==> config.mk <==
export PLATFORM = sky130hd
export DESIGN_NAME = mul_arb_seq
export DESIGN_NICKNAME = d
export VERILOG_FILES = /design/src/rtl/mul_arb_seq.sv
export SDC_FILE = /design/constraint.sdc
export NUM_CORES = 1
export LEC_CHECK = 0
export ABC_AREA = 1
export CORE_ASPECT_RATIO = 1.5
export CORE_UTILIZATION = 51
export CTS_BUF_LIST = sky130_fd_sc_hd__clkbuf_8
export DETAILED_ROUTE_END_ITERATION = 6
export GPL_ROUTABILITY_DRIVEN = 0
export PLACE_DENSITY = 0.78
export SLEW_MARGIN = 20
export SYNTH_ARGS = -nofsm -noshare
export SYNTH_HDL_FRONTEND = slang
export SYNTH_SLANG_ARGS = --single-unit
==> constraint.sdc <==
create_clock -name clk_i -period 2.1 [get_ports clk_i]
set_input_delay 0.42 -clock clk_i [delete_from_list [all_inputs] [get_ports clk_i]]
set_output_delay 0.42 -clock clk_i [all_outputs]
set_load 0.005 [all_outputs]
==> src/rtl/mul_arb_seq.sv <==
// Purpose: round-robin arbitrated sequential shift-add signed multiplier (magnitude/sign operands).
// Latency: grant at E0, WIDTH iterations, Done/Ack pulse in the cycle after E_WIDTH; one op per WIDTH+2 cycles.
// Backpressure: requesters hold Req level until their Ack bit; no new grant while Busy.
//
// Ports:
//   clk_i, rst_ni              clock, synchronous active-low reset
//   req_i[1:0]                 per-requester level request
//   a0_i/b0_i, a1_i/b1_i       unsigned operand magnitudes of requesters 0 and 1
//   sign_a_i/sign_b_i[1:0]     operand signs, bit i belongs to requester i (1 = negative)
//   busy_o, done_o, ack_o      status, one-cycle result pulse, one-hot Ack of the served requester
//   done_id_o, out_o, ovf_o    served requester, low WIDTH product bits, signed overflow (held until next Done)
module mul_arb_seq #(
  parameter int WIDTH = 8
) (
  input  logic             clk_i,
  input  logic             rst_ni,
  input  logic [1:0]       req_i,
  input  logic [WIDTH-1:0] a0_i,
  input  logic [WIDTH-1:0] b0_i,
  input  logic [WIDTH-1:0] a1_i,
  input  logic [WIDTH-1:0] b1_i,
  input  logic [1:0]       sign_a_i,
  input  logic [1:0]       sign_b_i,
  output logic             busy_o,
  output logic             done_o,
  output logic [1:0]       ack_o,
  output logic             done_id_o,
  output logic [WIDTH-1:0] out_o,
  output logic             ovf_o
);

  localparam int CW = (WIDTH > 2) ? $clog2(WIDTH) : 1;
  localparam logic [CW-1:0] LAST_ITER = CW'(WIDTH - 1);
  // 2^(WIDTH-1) and 2^(WIDTH-1)-1 as 2*WIDTH-bit magnitudes
  localparam logic [2*WIDTH-1:0] HALF    = {{WIDTH{1'b0}}, 1'b1, {(WIDTH-1){1'b0}}};
  localparam logic [2*WIDTH-1:0] HALF_M1 = {{(WIDTH+1){1'b0}}, {(WIDTH-1){1'b1}}};

  typedef enum logic [1:0] {
    IDLE = 2'd0,
    RUN  = 2'd1,
    DONE = 2'd2
  } state_e;

  state_e             state_q, state_d;
  logic               last_q, last_d;
  logic               id_q, id_d;
  logic               neg_q, neg_d;
  logic [2*WIDTH-1:0] mcand_q, mcand_d;
  logic [WIDTH-1:0]   mplier_q, mplier_d;
  logic [2*WIDTH-1:0] acc_q, acc_d;
  logic [CW-1:0]      cnt_q, cnt_d;
  logic               done_id_q, done_id_d;
  logic [WIDTH-1:0]   out_q, out_d;
  logic               ovf_q, ovf_d;

  logic               gnt;
  logic [2*WIDTH-1:0] acc_nxt;

  // With both requesting, serve the one that was not served last.
  always_comb begin
    if (req_i == 2'b11) gnt = ~last_q;
    else                gnt = req_i[1];
  end

  always_comb begin
    state_d   = state_q;
    last_d    = last_q;
    id_d      = id_q;
    neg_d     = neg_q;
    mcand_d   = mcand_q;
    mplier_d  = mplier_q;
    acc_d     = acc_q;
    cnt_d     = cnt_q;
    done_id_d = done_id_q;
    out_d     = out_q;
    ovf_d     = ovf_q;
    acc_nxt   = mplier_q[0] ? (acc_q + mcand_q) : acc_q;

    case (state_q)
      IDLE: begin
        if (|req_i) begin
          state_d  = RUN;
          id_d     = gnt;
          last_d   = gnt;
          mcand_d  = {{WIDTH{1'b0}}, (gnt ? a1_i : a0_i)};
          mplier_d = gnt ? b1_i : b0_i;
          neg_d    = sign_a_i[gnt] ^ sign_b_i[gnt];
          acc_d    = '0;
          cnt_d    = '0;
        end
      end
      RUN: begin
        acc_d    = acc_nxt;
        mcand_d  = mcand_q << 1;
        mplier_d = mplier_q >> 1;
        cnt_d    = cnt_q + CW'(1);
        if (cnt_q == LAST_ITER) begin
          // Final product is acc_nxt; register the signed result so it is
          // valid throughout the DONE cycle and held afterwards.
          state_d   = DONE;
          done_id_d = id_q;
          out_d     = neg_q ? ((~acc_nxt[WIDTH-1:0]) + WIDTH'(1)) : acc_nxt[WIDTH-1:0];
          ovf_d     = neg_q ? (acc_nxt > HALF) : (acc_nxt > HALF_M1);
        end
      end
      DONE: begin
        state_d = IDLE;
      end
      default: begin
        state_d = IDLE;
      end
    endcase
  end

  always_ff @(posedge clk_i) begin
    if (!rst_ni) begin
      state_q   <= IDLE;
      last_q    <= 1'b1;
      id_q      <= 1'b0;
      neg_q     <= 1'b0;
      mcand_q   <= '0;
      mplier_q  <= '0;
      acc_q     <= '0;
      cnt_q     <= '0;
      done_id_q <= 1'b0;
      out_q     <= '0;
      ovf_q     <= 1'b0;
    end else begin
      state_q   <= state_d;
      last_q    <= last_d;
      id_q      <= id_d;
      neg_q     <= neg_d;
      mcand_q   <= mcand_d;
      mplier_q  <= mplier_d;
      acc_q     <= acc_d;
      cnt_q     <= cnt_d;
      done_id_q <= done_id_d;
      out_q     <= out_d;
      ovf_q     <= ovf_d;
    end
  end

  assign busy_o    = (state_q != IDLE);
  assign done_o    = (state_q == DONE);
  assign ack_o     = (state_q == DONE) ? (done_id_q ? 2'b10 : 2'b01) : 2'b00;
  assign done_id_o = done_id_q;
  assign out_o     = out_q;
  assign ovf_o     = ovf_q;

endmodule

* Word-level counts from Yosys, hierarchy flattened
Cells that the tools add are included.
** Operators by class
- Equal/unequal tests :: 6
- Divide/modulo/power cells :: 0
- $mul :: 0
- Magnitude comparators :: 3
- Reductions and logical operators :: 8
- Multiplexer cells :: 23
- Shifts and indexed selects :: 0
- Add/subtract/negate cells :: 3
- Bitwise operators :: 3
** Operator list (number)
- 16-bit one-hot mux with 2 select lines :: 2
- 16-bit 2-to-1 mux :: 3
- 8-bit 2-to-1 mux :: 4
- 16-bit adder :: 1
- 16-bit by 7-bit greater-than comparator with 1-bit output, second input constant :: 1
- 16-bit by 8-bit greater-than comparator with 1-bit output, second input constant :: 1
- 8-bit one-hot mux with 2 select lines :: 1
- 8-bit by 1-bit adder with 8-bit output, second input constant :: 1
- 2-bit 2-to-1 mux :: 4
- 8-bit inverter :: 1
- 2-bit AND reduction :: 4
- 1-bit 2-to-1 mux :: 6
- 3-bit one-hot mux with 2 select lines :: 1
- 2-bit == test, second input constant :: 2
- 2-bit inequality test, second input constant :: 2
- 2-bit one-hot mux with 2 select lines :: 1
- 2-bit nonzero test :: 2
- 3-bit by 1-bit adder with 3-bit output, second input constant :: 1
- 3-bit == test, second input constant :: 1
- 3-bit 2-to-1 mux :: 1
- 2-bit by 1-bit == test with 1-bit output, second input constant :: 1
- 2-bit logical NOT :: 1
- 1-bit by 2-bit less-than comparator with 1-bit output, second input constant :: 1
- 2-bit OR reduction :: 1
- other kinds (2) :: 2
** Word-level totals
- Output and inout port bits :: 14
- Memories :: 0
- Bits in writable memories :: 0
- Bits in latches :: 0
- Logic and storage cells :: 57
- ROM bits :: 0
- Bits in registers :: 58

* Depth between registers and ports, before layout
- Word-level depth :: 5
- Mapped depth :: 17

* Least setup slack after synthesis
Ideal clock, no wire load.
- Path kind :: register to register
- Start point :: register mcand_q[0]
- End point :: register ovf_q (netlist: ovf_o)
- Stages on the path, launching flop included :: 15
- Data arrival time :: 1.948 ns
- Slack :: 0.035 ns
- Clock period less this slack :: 2.065 ns
- Library setup time :: 0.117 ns
- Cell sequence :: dfxtp_1 ha_1 fa_1 nand2_1 o21a_1 ha_1 inv_1 nor2_2 nand3_1 nor2_2 nand2_1 nand2_1 nand2_1 nor2_1 nor2_1
** On the way
- Word-level cells in the longest chain between the ends :: 4
- Elaborated cells between the ends (all ways) :: 5
- Those cells by class :: 1 x add/sub; 2 x order compare; 2 x mux
** Ends and longest elaborated chain
- start: declaration :: RTL line 48 : logic [2*WIDTH-1:0] mcand_q, mcand_d;
- start signal: assignment :: RTL line 133 : mcand_q <= mcand_d;
- 16-bit adder * :: RTL line 77 : acc_nxt = mplier_q[0] ? (acc_q + mcand_q) : acc_q;
- 16-bit 2-to-1 mux * :: RTL line 77
- 16-bit by 7-bit greater-than comparator with 1-bit output / 16-bit by 8-bit greater-than comparator with 1-bit output (equally long branches) :: RTL line 103 : ovf_d = neg_q ? (acc_nxt > HALF) : (acc_nxt > HALF_M1);
- 1-bit 2-to-1 mux * :: RTL line 103
- end signal: assignment :: RTL line 139 : ovf_q <= ovf_d;
- end: declaration :: RTL line 54 : logic ovf_q, ovf_d;
Every way passes the cells marked *; elsewhere a longest branch is shown, timed or not.
A chain may end at the register's enable or synchronous reset.

* Worst setup path in the final report
- Start point :: register acc_q[0]
- End point :: register out_q[5] (netlist: out_o[5])
** On the way
- Word-level cells in the longest chain between the ends :: 5
** Ends and longest elaborated chain
- start: declaration :: RTL line 50 : logic [2*WIDTH-1:0] acc_q, acc_d;
- start signal: assignment :: RTL line 123 : acc_q <= '0;
- start signal: assignment :: RTL line 135 : acc_q <= acc_d;
- 16-bit adder :: RTL line 77
- 16-bit 2-to-1 mux * :: RTL line 77
- 8-bit inverter :: RTL line 102 : out_d = neg_q ? ((~acc_nxt[WIDTH-1:0]) + WIDTH'(1)) : acc_nxt[WIDTH-1:0];
- 8-bit by 1-bit adder with 8-bit output :: RTL line 102
- 8-bit 2-to-1 mux * :: RTL line 102
- end signal: assignment :: RTL line 138 : out_q <= out_d;
- end: declaration :: RTL line 53 : logic [WIDTH-1:0] out_q, out_d;
Marks and branches as above.

==> flow_metrics.py <==
metrics = {
    "outcome": {
        "status": "finished, final reports clean",
    },
    "synth": {
        "synth_largest_area_cell": "dfxtp_1",
        "yosysMostFrequentCell": "nand2_1",
        "synth.yosys.seq_area_share_pct": 30.9,
        "synth_area_um2": 3760,
        "yosysWarnings": 0,
        "postSynthCellCount": 589,
        "yosysTopAreaCellShare_pct": 30.9,
        "synth_area_leaders": "dfxtp_1 (31%), nand2_1 (20%), a21oi_1 (7.5%)",
        "synth_edf_count": 0,
        "synth_seq_cells": 58,
        "synth_common_cells": "nand2_1 (204), dfxtp_1 (58), a21oi_1 (56), inv_1 (51), nand3_1 (42)",
        "synth_ff_type": "dfxtp_1",
        "synthDistinctLibCells": 35,
        "async_reset_ff_share_pct": 0,
        "syn_avg_cell_area_um2": 6.38,
        "syn_nets": 649,
    },
    "setup_path": {
        "crit_fanout": 2,
        "reg2reg_slack_ns": 0.01,
        "crit_required_ns": 2.35,
        "r2r-end": "out_o[5]$_SDFFE_PN0P_",
        "cp-start-kind": "flip-flop",
        "r2r_start": "acc_q[0]$_SDFFE_PN0P_",
        "arrival_ns": 2.34,
        "reg2reg_depth": 12,
        "critical_path_class": "flip-flop to flip-flop",
        "end_kind": "flip-flop",
    },
    "sta": {
        "report.final.slew_viol_count": 0,
        "tns_ns": 0,
        "min_period_ns": 2.09,
        "slew_headroom_pct": 68.5,
        "hold_viol": 0,
        "worst_pin_slew_ns": 0.472,
        "max_clock_freq_mhz": 479,
        "rsz0062_at_grt": "true",
        "fin_ws_ns": 0.0105,
        "min_period_over_period_pct": 99.5,
        "clock_skew_ns": 0.00857,
        "finalSetupViolations": 0,
    },
    "cts": {
        "cts.sinks": 58,
        "cts_made_buffers": 9,
        "cts.clk_slew.worst_paths_ns": 0.07,
        "root_buffer": "clkbuf_8",
        "htreeDepth": 3,
        "cts.path.max_buffers": 2,
        "insertion_delay_ns": 0.35,
        "cts_hold_buf": 0,
        "cts_tree": "done",
    },
    "min_path": {
        "min_path_type": "flip-flop to flip-flop",
        "min_from": "id_q$_SDFFE_PN0P_",
        "whs_path_depth": 2,
        "worstHoldEndpoint": "id_q$_SDFFE_PN0P_",
    },
    "route": {
        "viasPerCell": 5.28,
        "drc": 0,
        "vias": 4011,
        "initialDrtViolationCount": 174,
        "ant_nets": 0,
        "dr.pass1.iters": 5,
        "drt_wl_total_um": 10000,
        "wl_per_cell_um": 13.2,
    },
    "global_route": {
        "track_usage_pct": 27.8,
        "grt_max_degree": 44,
        "grt_pass1_vias": 3813,
        "grt_first_pass_wirelength_um": 16700,
        "antenna_found_initial": 0,
        "gr-total-overflow": 0,
    },
    "cells_and_area": {
        "fillCellCount": 646,
        "final_cells": 760,
        "n_antenna_cell": 0,
        "drive_gt1_share_pct": 14.1,
        "fin_nets": 715,
        "area_growth_pct": 27.3,
    },
    "pwr": {
        "peakVddDrop_mv": 0.416,
        "p_leak_nw": 2.14,
        "p_per_area_nw_per_um2": 591,
    },
    "floorplanning": {
        "io_pins": 54,
        "initial_core_util_pct": 52.4,
        "rows": 38,
        "core_area_um2": 7180,
        "floorplan.die_area_um2": 7730,
        "die_x_um": 72.1,
        "fp.dieH_um": 107,
    },
    "place": {
        "hpwl_um": 7400,
        "post-place-ws_ns": -0.0569,
        "dp.cells": 743,
        "io_buffers": 53,
    },
    "flow_run": {
        "cap_violations": 0,
    },
}
## state kept, by name, indices dropped and copies added (netlist names)
signal	count
out_o	8
done_id_o	1
acc_q	16
cnt_q	3
mplier_q	8
ovf_o	1
neg_q	1
id_q	1
state_q	2
last_q	1
mcand_q	16
## where the power goes
group / internal (W) / total [W] / switching, W
clock network: 0.000571 / 0.00103 / 0.000463
registers: 0.00115 / 0.00120 / 0.0000468
logic: 0.000264 / 0.000601 / 0.000336
## worst max path at each step
stage / from / end
after floorplan: mcand_q[0]$_SDFFE_PN0P_ / ovf_o$_SDFFE_PN0P_
after global placement: mcand_q[0]$_SDFFE_PN0P_ / ovf_o$_SDFFE_PN0P_
after detailed placement: mcand_q[0]$_SDFFE_PN0P_ / ovf_o$_SDFFE_PN0P_
after CTS: mcand_q[0]$_SDFFE_PN0P_ / ovf_o$_SDFFE_PN0P_
after global routing: acc_q[0]$_SDFFE_PN0P_ / ovf_o$_SDFFE_PN0P_
final: acc_q[0]$_SDFFE_PN0P_ / out_o[5]$_SDFFE_PN0P_
## repair_timing
action                                  4_1_cts  5_1_grt
endpoints found under the setup margin        4        9
pin swaps                                     2       14
gates resized for setup                       3       19
hold endpoints to repair                      0        0
cloned                                        0        0
setup buffers                                 0        1
## cell type report
cell class | instances | area [um^2] | area share [%]
clock inverter | 6 | 57.6 | 1.20
tap | 100 | 125 | 2.61
inverter | 61 | 229 | 4.78
timing repair buffer | 77 | 736 | 15.4
multi-input combinational | 448 | 2340 | 48.8
clock buffer | 10 | 138 | 2.88
sequential | 58 | 1160 | 24.3
## routing by layer
layer	part of all wire, %	global-route usage (%)
met1	38	28.9
met2	53	50.3
met3	4.6	6.30
met4	4.5	15.5
met5	0	0
## cells by family after synthesis
logic type,count (synthesis),synth area share [%]
xor+xnor,7,1.63
compound gates,110,16.8
buf+inv,83,8.95
simple gates,311,34.8
flops,58,30.9
fa+ha+maj,20,6.86
## cells in the final DEF, fill, tap and decap left out, types with 4 or more instances in the layout
master / netlist / routed
nand3_1: 42 / 39
buf_4: 0 / 22
o21bai_1: 10 / 10
inv_2: 9 / 10
a221oi_1: 7 / 7
clkbuf_8: 0 / 10
nor2_1: 33 / 32
nand2_2: 9 / 11
or2_2: 4 / 4
ha_2: 0 / 4
a31oi_1: 7 / 7
clkdlybuf4s50_1: 0 / 53
nand3_2: 2 / 5
nor2_2: 7 / 6
dfxtp_1: 58 / 55
o21ai_0: 21 / 21
ha_1: 19 / 13
inv_1: 51 / 51
a21oi_1: 56 / 55
nand2_1: 204 / 202
xor2_1: 5 / 5
## metrics by stage
stage,instance area (um^2),power (W),hold slack (ns),utilization (%)
4_1_cts,4710,0.00282,0.470,65.5
3_5_place_dp,4510,0.00179,0.459,62.8
5_1_grt,4790,0.00298,0.492,66.7
3_3_place_gp,4510,0.00177,0.444,62.8
6_report,4790,0.00283,0.466,66.7
2_1_floorplan,3760,0.00158,0.433,-
## critical path, stage by stage, from the launching register on
cell     delay (ns)
dfxtp_2        0.34
ha_4           0.16
fa_2           0.52
nand2_1        0.06
o21a_1         0.15
buf_4          0.13
nand2_1        0.07
nor2_2         0.05
nand2_1        0.08
nor2_2         0.05
nor2_1         0.12
xor2_1         0.19
a21oi_1        0.08
Power figures use the tool's default switching activity.
